[src/rtl/stack_ctrl_if.sv]
// Pipeline/memory-side bus of the stack sequencer: op request, memory strobes
// and selects, popped-data response and sticky stack flags.
interface stack_ctrl_if;
    logic       op_valid;
    logic [1:0] op_code;
    logic       op_ready;
    logic [7:0] sp_out;
    logic       sel_sp;
    logic       sel_rn;
    logic       mem_rd;
    logic       mem_wr;
    logic [7:0] mem_rdata;
    logic       rsp_valid;
    logic       rsp_ret;
    logic [7:0] rsp_data;
    logic       rsp_err;
    logic       stk_ovf;
    logic       stk_unf;

    modport master (
        output op_valid, op_code, mem_rdata,
        input  op_ready, sp_out, sel_sp, sel_rn, mem_rd, mem_wr,
               rsp_valid, rsp_ret, rsp_data, rsp_err, stk_ovf, stk_unf
    );

    modport slave (
        input  op_valid, op_code, mem_rdata,
        output op_ready, sp_out, sel_sp, sel_rn, mem_rd, mem_wr,
               rsp_valid, rsp_ret, rsp_data, rsp_err, stk_ovf, stk_unf
    );
endinterface

[src/rtl/stack_ctrl.sv]
// Memory-stage stack sequencer (empty-descending stack) running PUSH/POP/CALL/RET.
// Define STACK_BOUNDS_CHECK_EN to enable full/empty detection, sticky flags and rsp_err.
module stack_ctrl #(
    parameter logic [7:0] SP_RESET = 8'hFF,
    parameter logic [7:0] SP_LIMIT = 8'h80
) (
    input logic         clk,
    input logic         rst_n,
    stack_ctrl_if.slave bus
);

    typedef enum logic [1:0] {
        ST_IDLE  = 2'b00,
        ST_WRITE = 2'b01,
        ST_READ  = 2'b10,
        ST_RESP  = 2'b11
    } state_e;

    typedef enum logic [1:0] {
        OP_PUSH = 2'b00,
        OP_POP  = 2'b01,
        OP_CALL = 2'b10,
        OP_RET  = 2'b11
    } op_e;

    state_e     state_q, state_d;
    op_e        op_q, op_d;
    op_e        op_in;
    logic [7:0] sp_q, sp_d;
    logic       err_q, err_d;
    logic       ready_q, ready_d;
    logic       sel_sp_q, sel_sp_d;
    logic       sel_rn_q, sel_rn_d;
    logic       rd_q, rd_d;
    logic       wr_q, wr_d;
    logic       rsp_valid_q, rsp_valid_d;
    logic       rsp_ret_q, rsp_ret_d;
    logic       rsp_err_q, rsp_err_d;
    logic [7:0] rsp_data_q, rsp_data_d;
    logic       ovf_q, ovf_d;
    logic       unf_q, unf_d;
    logic       full;
    logic       empty;

`ifdef STACK_BOUNDS_CHECK_EN
    assign full  = (sp_q == SP_LIMIT - 8'd1);
    assign empty = (sp_q == SP_RESET);
`else
    assign full  = 1'b0;
    assign empty = 1'b0;
`endif

    assign op_in = op_e'(bus.op_code);

    always_comb begin
        state_d    = state_q;
        op_d       = op_q;
        sp_d       = sp_q;
        err_d      = err_q;
        rsp_data_d = rsp_data_q;
        ovf_d      = ovf_q;
        unf_d      = unf_q;

        unique case (state_q)
            ST_IDLE: begin
                if (bus.op_valid) begin
                    op_d  = op_in;
                    err_d = 1'b0;
                    if (op_in == OP_PUSH || op_in == OP_CALL) begin
                        if (full) begin
                            ovf_d = 1'b1;
                        end else begin
                            state_d = ST_WRITE;
                        end
                    end else begin
                        state_d = ST_READ;
                        if (empty) begin
                            unf_d = 1'b1;
                            err_d = 1'b1;
                        end else begin
                            sp_d = sp_q + 8'd1;
                        end
                    end
                end
            end
            ST_WRITE: begin
                sp_d    = sp_q - 8'd1;
                state_d = ST_IDLE;
            end
            ST_READ: begin
                rsp_data_d = err_q ? '0 : bus.mem_rdata;
                state_d    = ST_RESP;
            end
            ST_RESP: begin
                state_d = ST_IDLE;
            end
            default: begin
                state_d = ST_IDLE;
            end
        endcase

        // Outputs are decoded from the next state so every output is a flop.
        ready_d     = (state_d == ST_IDLE);
        sel_sp_d    = (state_d == ST_WRITE) || (state_d == ST_READ);
        sel_rn_d    = (state_d == ST_WRITE) && (op_d == OP_PUSH);
        wr_d        = (state_d == ST_WRITE);
        rd_d        = (state_d == ST_READ) && !err_d;
        rsp_valid_d = (state_d == ST_RESP);
        rsp_ret_d   = (state_d == ST_RESP) && (op_d == OP_RET);
        rsp_err_d   = (state_d == ST_RESP) && err_d;
    end

    always_ff @(posedge clk or negedge rst_n) begin
        if (!rst_n) begin
            state_q     <= ST_IDLE;
            op_q        <= OP_PUSH;
            sp_q        <= SP_RESET;
            err_q       <= 1'b0;
            ready_q     <= 1'b1;
            sel_sp_q    <= 1'b0;
            sel_rn_q    <= 1'b0;
            rd_q        <= 1'b0;
            wr_q        <= 1'b0;
            rsp_valid_q <= 1'b0;
            rsp_ret_q   <= 1'b0;
            rsp_err_q   <= 1'b0;
            rsp_data_q  <= '0;
            ovf_q       <= 1'b0;
            unf_q       <= 1'b0;
        end else begin
            state_q     <= state_d;
            op_q        <= op_d;
            sp_q        <= sp_d;
            err_q       <= err_d;
            ready_q     <= ready_d;
            sel_sp_q    <= sel_sp_d;
            sel_rn_q    <= sel_rn_d;
            rd_q        <= rd_d;
            wr_q        <= wr_d;
            rsp_valid_q <= rsp_valid_d;
            rsp_ret_q   <= rsp_ret_d;
            rsp_err_q   <= rsp_err_d;
            rsp_data_q  <= rsp_data_d;
            ovf_q       <= ovf_d;
            unf_q       <= unf_d;
        end
    end

    assign bus.op_ready  = ready_q;
    assign bus.sp_out    = sp_q;
    assign bus.sel_sp    = sel_sp_q;
    assign bus.sel_rn    = sel_rn_q;
    assign bus.mem_rd    = rd_q;
    assign bus.mem_wr    = wr_q;
    assign bus.rsp_valid = rsp_valid_q;
    assign bus.rsp_ret   = rsp_ret_q;
    assign bus.rsp_data  = rsp_data_q;
    assign bus.rsp_err   = rsp_err_q;
    assign bus.stk_ovf   = ovf_q;
    assign bus.stk_unf   = unf_q;

endmodule

[src/flat_wrapper.sv]
// flat-port wrapper written by rule: the top's interface ports become plain ports
module stack_ctrl_flat 
#(
    parameter logic [7:0] SP_RESET = 8'hFF,
    parameter logic [7:0] SP_LIMIT = 8'h80
)
  (clk, rst_n, bus_op_valid, bus_op_code, bus_mem_rdata, bus_op_ready, bus_sp_out, bus_sel_sp, bus_sel_rn, bus_mem_rd, bus_mem_wr, bus_rsp_valid, bus_rsp_ret, bus_rsp_data, bus_rsp_err, bus_stk_ovf, bus_stk_unf);
  stack_ctrl_if bus_i ();
  input logic clk;
  input logic rst_n;
  input wire logic [$bits(bus_i.op_valid)-1:0] bus_op_valid;
  input wire logic [$bits(bus_i.op_code)-1:0] bus_op_code;
  input wire logic [$bits(bus_i.mem_rdata)-1:0] bus_mem_rdata;
  output wire logic [$bits(bus_i.op_ready)-1:0] bus_op_ready;
  output wire logic [$bits(bus_i.sp_out)-1:0] bus_sp_out;
  output wire logic [$bits(bus_i.sel_sp)-1:0] bus_sel_sp;
  output wire logic [$bits(bus_i.sel_rn)-1:0] bus_sel_rn;
  output wire logic [$bits(bus_i.mem_rd)-1:0] bus_mem_rd;
  output wire logic [$bits(bus_i.mem_wr)-1:0] bus_mem_wr;
  output wire logic [$bits(bus_i.rsp_valid)-1:0] bus_rsp_valid;
  output wire logic [$bits(bus_i.rsp_ret)-1:0] bus_rsp_ret;
  output wire logic [$bits(bus_i.rsp_data)-1:0] bus_rsp_data;
  output wire logic [$bits(bus_i.rsp_err)-1:0] bus_rsp_err;
  output wire logic [$bits(bus_i.stk_ovf)-1:0] bus_stk_ovf;
  output wire logic [$bits(bus_i.stk_unf)-1:0] bus_stk_unf;
  assign bus_i.op_valid = bus_op_valid;
  assign bus_i.op_code = bus_op_code;
  assign bus_i.mem_rdata = bus_mem_rdata;
  assign bus_op_ready = bus_i.op_ready;
  assign bus_sp_out = bus_i.sp_out;
  assign bus_sel_sp = bus_i.sel_sp;
  assign bus_sel_rn = bus_i.sel_rn;
  assign bus_mem_rd = bus_i.mem_rd;
  assign bus_mem_wr = bus_i.mem_wr;
  assign bus_rsp_valid = bus_i.rsp_valid;
  assign bus_rsp_ret = bus_i.rsp_ret;
  assign bus_rsp_data = bus_i.rsp_data;
  assign bus_rsp_err = bus_i.rsp_err;
  assign bus_stk_ovf = bus_i.stk_ovf;
  assign bus_stk_unf = bus_i.stk_unf;
  stack_ctrl #(.SP_RESET(SP_RESET), .SP_LIMIT(SP_LIMIT)) u_core (.clk(clk), .rst_n(rst_n), .bus(bus_i));
endmodule
[config.mk]
export PLATFORM = sky130hd
export DESIGN_NAME = stack_ctrl_flat
export DESIGN_NICKNAME = d
export VERILOG_FILES = /design/src/rtl/stack_ctrl_if.sv /design/src/rtl/stack_ctrl.sv /design/src/flat_wrapper.sv
export SDC_FILE = /design/constraint.sdc
export NUM_CORES = 1
export LEC_CHECK = 0
export CORE_MARGIN = 5
export CORE_UTILIZATION = 23
export DETAILED_ROUTE_END_ITERATION = 7
export HOLD_SLACK_MARGIN = 0.1
export PLACE_DENSITY = 0.5
export RECOVER_POWER = 25
export SLEW_MARGIN = 10
export SYNTH_ARGS = -nofsm -noshare
export SYNTH_HDL_FRONTEND = slang
export SYNTH_SLANG_ARGS = --single-unit
[constraint.sdc]
create_clock -name clk -period 2.4 [get_ports clk]
set_input_delay 0.48 -clock clk [delete_from_list [all_inputs] [get_ports clk]]
set_output_delay 0.48 -clock clk [all_outputs]
set_load 0.02 [all_outputs]
==> results of run 1 <==
-- registers in the layout, indices dropped and copies added (netlist names), 2 cells and up --
register,count
u_core.bus.sp_out,8
u_core.state_q,2
u_core.bus.rsp_data,8
u_core.op_q,2
-- power groups by stage --
stage	logic, mW	clock network [mW]	registers, mW
after CTS	1.21	0.389	0.981
after global placement	1.19	0	0.978
after floorplan	0.482	0	1.18
after global routing	1.31	0.416	1.02
after detailed placement	1.21	0	0.988
final	1.19	0.376	0.978
-- metal layers --
metal  vias up  GRT usage (%)
met2        35           13.2
li1        488              -
met3         4           4.08
met5         -              0
met4         0           3.45
met1       458           9.34
-- placed cells by master (no fill, tap or decap) --
cell type	synthesis	final
and3_1	1	1
and2b_2	1	1
clkinv_1	1	1
xnor2_1	6	6
o21ba_2	1	1
o21ai_0	9	9
or2b_1	1	1
clkbuf_1	2	2
xor2_1	2	2
a31oi_1	1	1
clkinv_2	0	2
nor2b_1	3	3
nor3b_1	2	2
clkdlybuf4s50_1	0	36
dfstp_2	9	9
nand3_1	3	3
o21ai_1	3	3
conb_1	1	2
nor3_1	4	4
a21oi_1	3	3
ha_1	4	4
or4_1	2	2
or4b_4	1	1
or2_2	1	1
buf_4	2	1
nor2_1	9	9
nand2_1	18	18
dfrtp_1	20	20
mux2_2	4	4
nor3_2	1	1
inv_1	4	4
and4b_1	1	1
clkbuf_8	0	5
nor4_2	1	1
-- cells in the mapped netlist, drive strengths merged, types with 2 or more instances --
master,count
a21oi,3
buf,3
clkbuf,2
dfrtp,20
dfstp,9
ha,4
inv,4
mux2,4
nand2,18
nand3,3
nor2,9
nor2b,3
nor3,5
nor3b,2
o21ai,12
or4,2
xnor2,6
xor2,2
-- cell type report --
type                       instances  area (µm²)
clock buffer                       6        72.6
clock inverter                     2        10.0
fill                             577        3680
inverter                           5        18.8
multi-input combinational         84         524
sequential                        29         737
tap                               72        90.1
timing repair buffer              38         372
-- critical path, stage by stage, from the launching register on --
cell and delay, ps:
dfrtp_1 430, and2b_2 300, xor2_1 160, ha_1 250, or4_1 510, nor2_1 100, o21ai_1 70, xnor2_1 160
-- stage by stage --
step | std cells | instance area [µm²] | utilization [%] | setup slack [ps]
final | 236 | 1820 | 33.1 | 368
after global routing | 236 | 1820 | 33.1 | 111
after CTS | 236 | 1830 | 33.2 | 357
after detailed placement | 228 | 1750 | 31.7 | 367
after global placement | 228 | 1750 | 31.7 | 424
after floorplan | 123 | 1310 | - | 409
-- cell families after synthesis --
kind of cell	synth area share, %
simple gates	20.0
flops	56.5
compound gates	7.01
buf+inv	3.55
xor+xnor	5.37
fa+ha+maj	3.84
mux	3.45
other cells	0.288
-- final timing paths --
check | end | depth (start not counted) | slack, ps | start
setup reg to reg | u_core.bus.sp_out[6] | 7 | 370 | u_core.state_q[1]
hold / removal | u_core.bus.rsp_data[0] | 2 | 480 | u_core.bus.rsp_data[0]
setup / recovery | u_core.bus.sp_out[6] | 7 | 370 | u_core.state_q[1]
max in group asynchronous | u_core.state_q[1] | 2 | 480 | rst_n
hold reg to reg | u_core.bus.rsp_data[0] | 2 | 480 | u_core.bus.rsp_data[0]
min in group asynchronous | u_core.bus.rsp_valid | 2 | 1030 | rst_n
==> flow_metrics.py, run 1 <==
metrics = {
    "run_status": {
        "status": "complete, but fails checks",
        "violations": "capacitance limit, slew limit",
    },
    "power": {
        "total_power_mw": 2.54,
        "p_sw_mw": 0.981,
        "vdd_drop_max_v": 0.000362,
        "switching_share_pct": 38.6,
        "power_density_nw_per_um2": 1390,
        "p_leak_nw": 0.775,
        "p_seq_share_pct": 38.5,
        "p_int_mw": 1.56,
        "comb_power_share_pct": 46.7,
        "clockPowerShare_pct": 14.8,
    },
    "detailed_routing": {
        "vias_per_cell": 4.17,
        "drc": 0,
        "drt_pass1_iterations": 2,
        "wl_met2_um": 1270,
        "vias": 985,
        "wl_met1_um": 1200,
        "routed-wl-met3_um": 274,
        "drtIter0Drc": 57,
        "wl_per_cell_um": 11.8,
        "highest_layer": "met4",
        "routed_wl_um": 2790,
        "drt.antenna.violating_nets": 0,
    },
    "clocking": {
        "clk_pin_slew_ps": 60,
        "htree_levels": 2,
        "postCtsHoldBufs": 0,
        "clkSinkCount": 29,
        "cts.path.max_buffers": 2,
        "cts_root_buffer": "clkbuf_8",
        "post_cts_buffers": 0,
        "clkLatencyLatePin_ps": 280,
        "cts_tree": "built",
        "cts_resized": 0,
        "numCtsBuffers": 5,
    },
    "timing": {
        "fin_setup_tns_ps": 0,
        "finalCritPeriodShare_pct": 84.7,
        "relSlewSlack_pct": -0.569,
        "hold_viol": 0,
        "timing.hold.ws_ps": 483,
        "finalSetupViolCount": 0,
        "finalCriticalPeriod_ps": 2030,
        "finClkSkew_ps": 7.46,
        "drv_slew": 30,
        "tightest_slew_ps": 1510,
        "rsz0062_at_grt": "false",
        "fmax_ghz": 0.492,
    },
    "synth": {
        "ys_seq_area_share_pct": 56.5,
        "synth_top_area_cell": "dfrtp_1",
        "synth_top_area_share_pct": 38.4,
        "synth-async-reset-ratio_pct": 100,
        "synthTopCellsByArea": "dfrtp_1 (38%), dfstp_2 (18%), nand2_1 (5.2%)",
        "avgSynthCellArea_um2": 10.7,
        "yosysWarnings": 0,
        "synthCells": 122,
        "netlist_area_um2": 1300,
        "synth_cell_types": 32,
        "ys.flop_type": "dfrtp_1",
        "synth-seq-cells": 29,
        "synth_edf_count": 0,
    },
    "critical_path": {
        "worstSetupStartpointType": "register",
        "criticalPathCategory": "register to register",
        "worstPathRequired_ps": 2600,
        "critPathArrivalTime_ps": 2240,
        "cp_max_fo": 7,
        "endpoint_kind": "register",
    },
    "global_routing": {
        "track_usage_pct": 8.26,
        "grt_max_degree": 30,
        "grt_pass1_wl_um": 4790,
        "grt_pass1_vias": 979,
        "grt-ovfl-total": 0,
        "antenna_found_initial": 0,
    },
    "floorplanning": {
        "coreArea_um2": 5510,
        "die_w_um": 85.3,
        "die_area_um2": 7270,
        "io_pins": 39,
        "start_util_pct": 23.7,
        "rows": 27,
        "die_h_um": 85.3,
    },
    "placed_design": {
        "hpwlAfterDp_um": 2020,
        "io_buffers": 36,
        "gp_congestion": 0.708,
    },
    "worst_hold_path": {
        "hold_class": "register to register",
    },
    "layout": {
        "fin_nets": 180,
        "drive_gt1_share_pct": 16.5,
        "diodes": 0,
        "syn_to_final_growth_pct": 39.9,
    },
    "run": {
        "cap_violations": 1,
    },
}
No activity file was read; power rests on OpenSTA's default activity.
==> run 2, diff against run 1 <==
clock period = 2 ns   (was 2.4 ns; I/O delays follow)
==> flow_metrics.py, run 2 (synthesis results as in run 1) <==
metrics = {
    "timing": {
        "fmax_ghz": 0.521,
        "fin_setup_tns_ps": 0,
        "finClkSkew_ps": 3.50,
        "tightest_slew_ps": 697,
        "finalSetupViolCount": 0,
        "rsz0062_at_grt": "false",
        "relSlewSlack_pct": 53.6,
        "hold_viol": 0,
        "finalCriticalPeriod_ps": 1920,
        "finalCritPeriodShare_pct": 96.0,
        "drv_slew": 0,
        "setup_ws_ps": 79.1,
    },
    "clocking": {
        "clkLatencyLatePin_ps": 280,
        "clk_pin_slew_ps": 60,
        "cts_root_buffer": "clkbuf_8",
        "cts_resized": 0,
        "numCtsBuffers": 5,
        "cts_tree": "built",
        "htree_levels": 2,
        "post_cts_buffers": 0,
        "postCtsHoldBufs": 0,
        "clkSinkCount": 29,
        "cts.path.max_buffers": 2,
    },
    "run_status": {
        "status": "completed",
    },
    "detailed_routing": {
        "drtIter0Drc": 30,
        "vias": 988,
        "routed_wl_um": 2810,
        "drt_pass1_iterations": 4,
        "drt.antenna.violating_nets": 0,
        "drc": 0,
        "vias_per_cell": 4.10,
        "wl_per_cell_um": 11.6,
    },
    "critical_path": {
        "worstPathRequired_ps": 1600,
        "reg2regPathDepth": 7,
        "path_buf_inv": 1,
        "worstSetupStartpointType": "register",
        "crit_path_max_incr_delay_ps": 630,
        "worst_path_max_delay_cell": "clkdlybuf4s50_1",
        "critical_path.cell_chain": "clkdlybuf4s50_1",
        "cp_top_family": "buffers and inverters",
        "r2r_slack_ps": 210,
        "criticalPathCategory": "register to primary output",
        "regToRegEndpoint": "u_core.bus.sp_out[6]",
        "endpoint_kind": "primary output",
        "critPathArrivalTime_ps": 1520,
        "r2r-start": "u_core.state_q[1]",
        "cp_max_fo": 8,
    },
    "layout": {
        "final_cell_mix": "clkdlybuf4s50_1 (35), dfrtp_1 (20), nand2_1 (18)",
        "drive_gt1_share_pct": 18.9,
        "fillers": 556,
        "fin_nets": 185,
        "final_common_cell": "clkdlybuf4s50_1",
        "diodes": 0,
        "syn_to_final_growth_pct": 43.5,
    },
    "run": {
        "cap_violations": 0,
    },
    "power": {
        "p_leak_nw": 0.804,
        "power_density_nw_per_um2": 1690,
        "vdd_drop_max_v": 0.000476,
    },
    "floorplanning": {
        "die_h_um": 85.3,
        "die_w_um": 85.3,
        "io_pins": 39,
        "coreArea_um2": 5510,
        "start_util_pct": 23.7,
        "die_area_um2": 7270,
        "rows": 27,
    },
    "global_routing": {
        "track_usage_pct": 8.58,
        "grt-ovfl-total": 0,
        "grt_pass1_vias": 1041,
        "antenna_found_initial": 0,
        "grt_pass1_wl_um": 5010,
        "grt_max_degree": 30,
    },
    "worst_hold_path": {
        "hold_class": "register to register",
        "whs_endpoint": "u_core.bus.rsp_data[4]",
        "hold_depth": 2,
        "hp-start": "u_core.bus.rsp_data[4]",
    },
    "placed_design": {
        "gp_congestion": 0.699,
        "hpwlAfterDp_um": 2100,
        "io_buffers": 36,
        "dp_slack_ps": 173,
    },
}
==> run 2: changes by cell type in the layout (fill, tap and decap cells not counted), sizes merged <==
cell           delta
clkinv            -2
dlygate4sd3       +1
clkbuf            +2
buf               +5
clkdlybuf4s50     -1
==> run 2: layer usage <==
| metal | vias up | wire (µm) | global-route usage, % |
|---|---|---|---|
| li1 | 492 | - | - |
| met1 | 445 | 1210 | 9.99 |
| met2 | 45 | 1260 | 14.0 |
| met3 | 6 | 284 | 3.79 |
| met4 | 0 | 47 | 3.02 |
| met5 | - | 0 | 0 |
==> run 2: report_power, final <==
| group | internal, mW | switching [mW] |
|---|---|---|
| sequential | 0.928 | 0.223 |
| clock | 0.280 | 0.205 |
| combinational | 0.768 | 0.755 |
==> run 2: tightest hold or removal path: stages (launching register included) <==
cell	delay, ps
dfrtp_1	340
nand2_1	40
o21ai_0	60
==> run 2: worst max path at each step <==
stage	start	end	slack [ps]	depth (start not counted)
2_1_floorplan	u_core.state_q[1]	u_core.bus.sp_out[6]	9	8
3_3_place_gp	bus_op_code[0]	u_core.bus.sel_rn	200	5
3_5_place_dp	bus_op_code[0]	u_core.bus.sel_rn	170	5
4_1_cts	u_core.bus.sp_out[0]	bus_sp_out[0]	60	1
5_1_grt	u_core.bus.sp_out[0]	bus_sp_out[0]	30	1
6_report	u_core.bus.sp_out[0]	bus_sp_out[0]	80	1
==> run 2: final cells by class <==
cell class	count	area (µm²)	share of cell area, %
inverter	5	18.8	1.00
sequential	29	737	39.4
multi-input combinational	84	524	28.0
timing repair buffer	43	410	21.9
tap	72	90.1	4.82
clock buffer	8	90.1	4.82
==> run 2: stage by stage <==
stage | cell area, µm² | instances | hold WS (ps) | total power, mW | util, %
floorplan | 1310 | 123 | 104 | 2.00 | -
global placement | 1780 | 233 | 464 | 2.70 | 32.4
detailed placement | 1780 | 233 | 477 | 2.72 | 32.4
CTS | 1870 | 241 | 489 | 3.22 | 34.0
global route | 1870 | 241 | 500 | 3.42 | 34.0
finish | 1870 | 241 | 484 | 3.16 | 34.0
==> patch 1 (flow settings as in run 1) <==
Build with the macro `STACK_BOUNDS_CHECK_EN` defined.
--- a/src/rtl/stack_ctrl.sv
+++ b/src/rtl/stack_ctrl.sv
@@ -2,2 +2,4 @@
 // Define STACK_BOUNDS_CHECK_EN to enable full/empty detection, sticky flags and rsp_err.
+`define STACK_BOUNDS_CHECK_EN
+
 module stack_ctrl #(
Function: changed (Yosys sat finds a counterexample within 4 cycles, from zero or initial values and one cycle with rst_n low).
==> patch 1 against run 1 <==
- final area grew 3.1%
- utilization grew 0.81 points
- worst setup slack gained 0.013 ns
- power shrank 3.6%
- sequential cell count grew 2
- maximum frequency grew 0.63%
- count of clock-buffer cells in the layout shrank 1
- non-clock buffer count grew 2
- wire length grew 15%
- worst hold slack lost 0.013 ns
- die area grew 1.5%
- combinational power shrank 11%
- via count grew 8.3%
- synthesized area grew 1.7%
- critical path type is now reg2out
- critical endpoint is now bus_sp_out[0]
==> patch 1: results (changes against run 1) <==
Among all stages on the critical path, the largest delay is contributed by sky130_fd_sc_hd__clkdlybuf4s50_1. Path type of the worst min-delay path: reg2reg. The average detailed-routed wire length per instance is 13.3 um (+12%). The met2 wire length was 1500 um (+18%).

The H-tree level count was 2 (unchanged); the maximum number of pins on one net before global-route repair was 32 (+6.7%). The global routing met1 resource utilization is 0.104 (+0.0103), and the critical path's largest stage delay is 0.64 ns (+0.13 ns). First-pass GRT wire length: 5500 um (+15%).

The run finished with clean final reports. The arrival time reported for the critical path endpoint is 1.54 ns (-0.70 ns). The start of the worst register-to-register path is u_core.state_q[0]. The tools report the met2 layer usage reported by global route as 0.160 (+0.0284). In the post-synthesis netlist, the biggest area contributors are sky130_fd_sc_hd__dfrtp_1 42%, sky130_fd_sc_hd__dfstp_2 18%, sky130_fd_sc_hd__nand2_1 7.4%, sky130_fd_sc_hd__o21ai_0 4.2%, sky130_fd_sc_hd__xnor2_1 2.6%. The logs give 0.182 ns (-0.185 ns) for the worst slack after detailed placement and 0.490 (+0.496) for the headroom to the max-slew limit. The family with the most delay on the worst path is buffers and inverters.

The tools report the half-perimeter wire length after detailed placement as 2330 um (+15%). The tools report the total cell area at the placement stage as 0.00180 mm2 (+3.1%). The run gives 0.00463 ns (-0.00283 ns) as the setup skew after layout. The highest fanout seen on the critical path came out at 8 (+1). The share of flip-flops with an asynchronous set or reset came out at 1.00 (unchanged).

Hold-critical path endpoint: u_core.bus.stk_ovf. The routed wire length on met3 was 235 um (-14%). The logs give 0.533 mV (+47%) for the maximum ir drop on the vdd rail and 570 (-1.2%) for the count of fill cells added during filler insertion. In this run the most critical hold path is launched from u_core.bus.stk_ovf. The tools report the global-route total usage across every layer as 0.0951 (+0.0125). The proportion of synthesized chip area in sequential cells is 0.593 (+0.0281).

For the number of DRC violations after detailed-routing iteration 0, the log shows 38 (-33%). Standby leakage power: 0.810 nW (+4.5%). Counting instances in the post-synthesis netlist gives the leading cell types as 26 x sky130_fd_sc_hd__nand2_1, 22 x sky130_fd_sc_hd__dfrtp_1, 11 x sky130_fd_sc_hd__o21ai_0.

Count of buffers from port buffering: 38 (+5.6%). The number of distinct standard cells referenced by the synthesized netlist was 36 (+13%). Counting every net in the synthesized netlist gives 138. The proportion of layout cells with a drive suffix above 1 is 0.154 (-0.0108).

The tools report the count of TritonRoute iterations in the first routing pass as 4 (+2). The layout net count is 182 (+1.1%), and the ratio of routed vias to standard cells is 4.43 (+6.1%). The run gives 1161 (+19%) as the via count of the first global-routing pass. The met3 track demand over resource is 0.0423 (+0.00149), and the met1 wire length is 1410 um (+17%). The worst hold path stage count is 1 (-1). Worst-case reg-to-reg path depth: 5 (-2). The setup slack of the worst register-to-register path was 0.40 ns (+0.03 ns).

The tools report the global placer's final weighted congestion as 0.815 (+15%).
## patch 1: power by group
group          internal (mW)  total [mW]  leakage, nW  switching, mW
Sequential             0.791       0.997        0.378          0.206
Clock                  0.198       0.390       0.0477          0.193
Combinational          0.510        1.06        0.384          0.551
Total                   1.50        2.45        0.810          0.950
## patch 1: cell families (layout without fill, tap and decap cells)
kind of cell    Yosys count  in the layout  synth area share
compound gates           25             25             0.114
mux                       2              2            0.0170
flops                    31             31             0.593
buf+inv                   8             53            0.0236
simple gates             50             50             0.196
xor+xnor                  7              7            0.0462
fa+ha+maj                 1              1           0.00943
## patch 1: area by class of cell
class                   instances  area (um2)  share of cell area
inverters                       5        18.8             0.00998
repair buffers                 40         393               0.209
clock buffers                   5        68.8              0.0366
clock inverters                 3        15.0             0.00798
multi-input cells              85         508               0.270
flip-flops and latches         31         787               0.418
well taps                      72        90.1              0.0479
## patch 1: through the flow
step                      std cells  hold WS [ns]  total power, mW
after detailed placement        233         0.457             2.08
after floorplan                 124         0.184             1.57
after global routing            241         0.500             2.64
after global placement          233         0.450             2.05
final                           241         0.469             2.45
after CTS                       241         0.473             2.49
## patch 1: worst max-delay path by stage
| stage | from | endpoint | slack (ns) | depth (start not counted) |
|---|---|---|---|---|
| floorplan | u_core.state_q[1] | u_core.bus.sp_out[6] | 0.55 | 5 |
| global placement | bus_op_valid | u_core.bus.rsp_ret | 0.22 | 5 |
| detailed placement | bus_op_valid | u_core.bus.rsp_ret | 0.18 | 5 |
| CTS | u_core.bus.sp_out[0] | bus_sp_out[0] | 0.35 | 1 |
| global route | u_core.state_q[0] | u_core.bus.sp_out[6] | 0.22 | 8 |
| finish | u_core.bus.sp_out[0] | bus_sp_out[0] | 0.38 | 1 |
==> patch 2 (settings of run 1) <==
Without the edit above. Reset style: synchronous (`rst_n`), changed in one clocked block.
--- a/src/rtl/stack_ctrl.sv
+++ b/src/rtl/stack_ctrl.sv
@@ -112,3 +112,3 @@
 
-    always_ff @(posedge clk or negedge rst_n) begin
+    always_ff @(posedge clk) begin
         if (!rst_n) begin
Behaviour: differs if rst_n is asserted again (counterexample within 4 cycles, from zero or initial values and one cycle with rst_n low); with rst_n held inactive, the same outputs for 10 cycles.
==> patch 2 against run 1 <==
- non-clock buffer count is 1 higher
- clock skew is 0.0033 ns lower
- final area is 0.96% higher
- count of clock-buffer cells in the layout is 1 lower
- sequential cell count stayed put
- die area is 1.8% lower
- maximum frequency is 3.0% higher
- wire length is 8.8% higher
- largest cell class is now multi-input combinational cells
- worst setup slack better by 0.058 ns
- synthesized area is 2.0% lower
Power is not compared: it rests on default switching activity, and its combinational part moved more than twofold at a synthesized area within 25%.
==> patch 2: results (changes against run 1) <==
The flow ran to the end, and the final reports show no timing, DRC or antenna violations. The arrival time reported for the critical path endpoint came out at 1.49 ns (-0.75 ns). The met3 track demand over resource came out at 0.0304 (-0.0104). The count of plain and timing-repair buffers in the layout was 39 (+2.6%). The layout multi-input combinational cell count is 104 (+24%), and the area occupied by multi-input gates is 647 um2 (+23%). The count of TritonRoute iterations in the first routing pass was 4 (+2); the critical path's largest stage delay was 0.68 ns (+0.17 ns). The met2 wire length was 1490 um (+17%). The number of non-clock inverters works out to 3 (-2).

The setup skew after layout was 0.00420 ns (-0.00326 ns). The area share of buffers outside the clock network is 0.206 (+0.00214). The tools report the global placer's final weighted congestion as 0.771 (+8.9%). The commonest register cell after synthesis is sky130_fd_sc_hd__dfxtp_1. The first-pass GRT wire length came out at 5200 um (+8.5%). The tools report the source of the critical timing path as u_core.bus.sp_out[0]. The tools report the met2 layer usage reported by global route as 0.145 (+0.0131). The run gives 247 (+8.3%) as the total placed cells including tap cells. Cell count after synthesis: 144 (+18%).

In this run the critical register-to-register path is launched from u_core.state_q[1]. Grouping stages by cell kind, the critical path spends the most delay in buffers and inverters. The proportion of layout cells with a drive suffix above 1 is 0.0710 (-0.0936). The met1 wire length was 1350 um (+13%); the clock tree buffer count of the final layout was 5 (-1). In the post-synthesis netlist, the biggest area contributors are sky130_fd_sc_hd__dfxtp_1 45%, sky130_fd_sc_hd__nand2_1 6.2%, sky130_fd_sc_hd__a21boi_1 5.3%, sky130_fd_sc_hd__nand3b_1 4.7%, sky130_fd_sc_hd__xor2_1 4.1%.

The worst slack after detailed placement was 0.472 ns (+0.105 ns). The logs give 17 (-43%) for the maximum number of pins on one net before global-route repair and 1081 (+9.7%) for the total vias in the final route. The global routing met1 resource utilization was 0.110 (+0.0164); the count of fill cells added during filler insertion was 573 (-0.69%). The routed wire length on met3 was 117 um (-57%). The run gives 255 (+8.1%) as the final cell count without fillers. The proportion of synthesized chip area in sequential cells is 0.454 (-0.111), and the proportion of cell area spent on the clock network is 0.0727 (+0.0274). Highest fanout seen on the critical path: 9 (+2). The fraction of standard cell area that is sequential was 0.315 (-0.0888).

The global-route total usage across every layer was 0.0922 (+0.00962).
[patch 2: power by group]
| part | internal, mW | switching [mW] |
|---|---|---|
| clock network | 0.412 | 0.193 |
| logic | 0.152 | 0.154 |
| registers | 0.524 | 0.0481 |
| total | 1.09 | 0.395 |
[patch 2: worst min-delay path by stage]
stage | start | to | cells after the start
6_report | u_core.bus.rsp_data[6] | u_core.bus.rsp_data[6] | 2
5_1_grt | u_core.bus.rsp_data[6] | u_core.bus.rsp_data[6] | 2
4_1_cts | u_core.bus.rsp_data[6] | u_core.bus.rsp_data[6] | 2
3_5_place_dp | u_core.bus.rsp_data[6] | u_core.bus.rsp_data[6] | 2
3_3_place_gp | u_core.bus.rsp_data[0] | u_core.bus.rsp_data[0] | 2
2_1_floorplan | u_core.op_q[1] | u_core.op_q[1] | 2
[patch 2: cells by family after synthesis]
family	Yosys count	share of synthesized area
flops	29	0.454
other cells	1	0.00294
compound gates	22	0.106
xor+xnor	8	0.0549
buf+inv	12	0.0421
simple gates	68	0.301
fa+ha+maj	4	0.0392
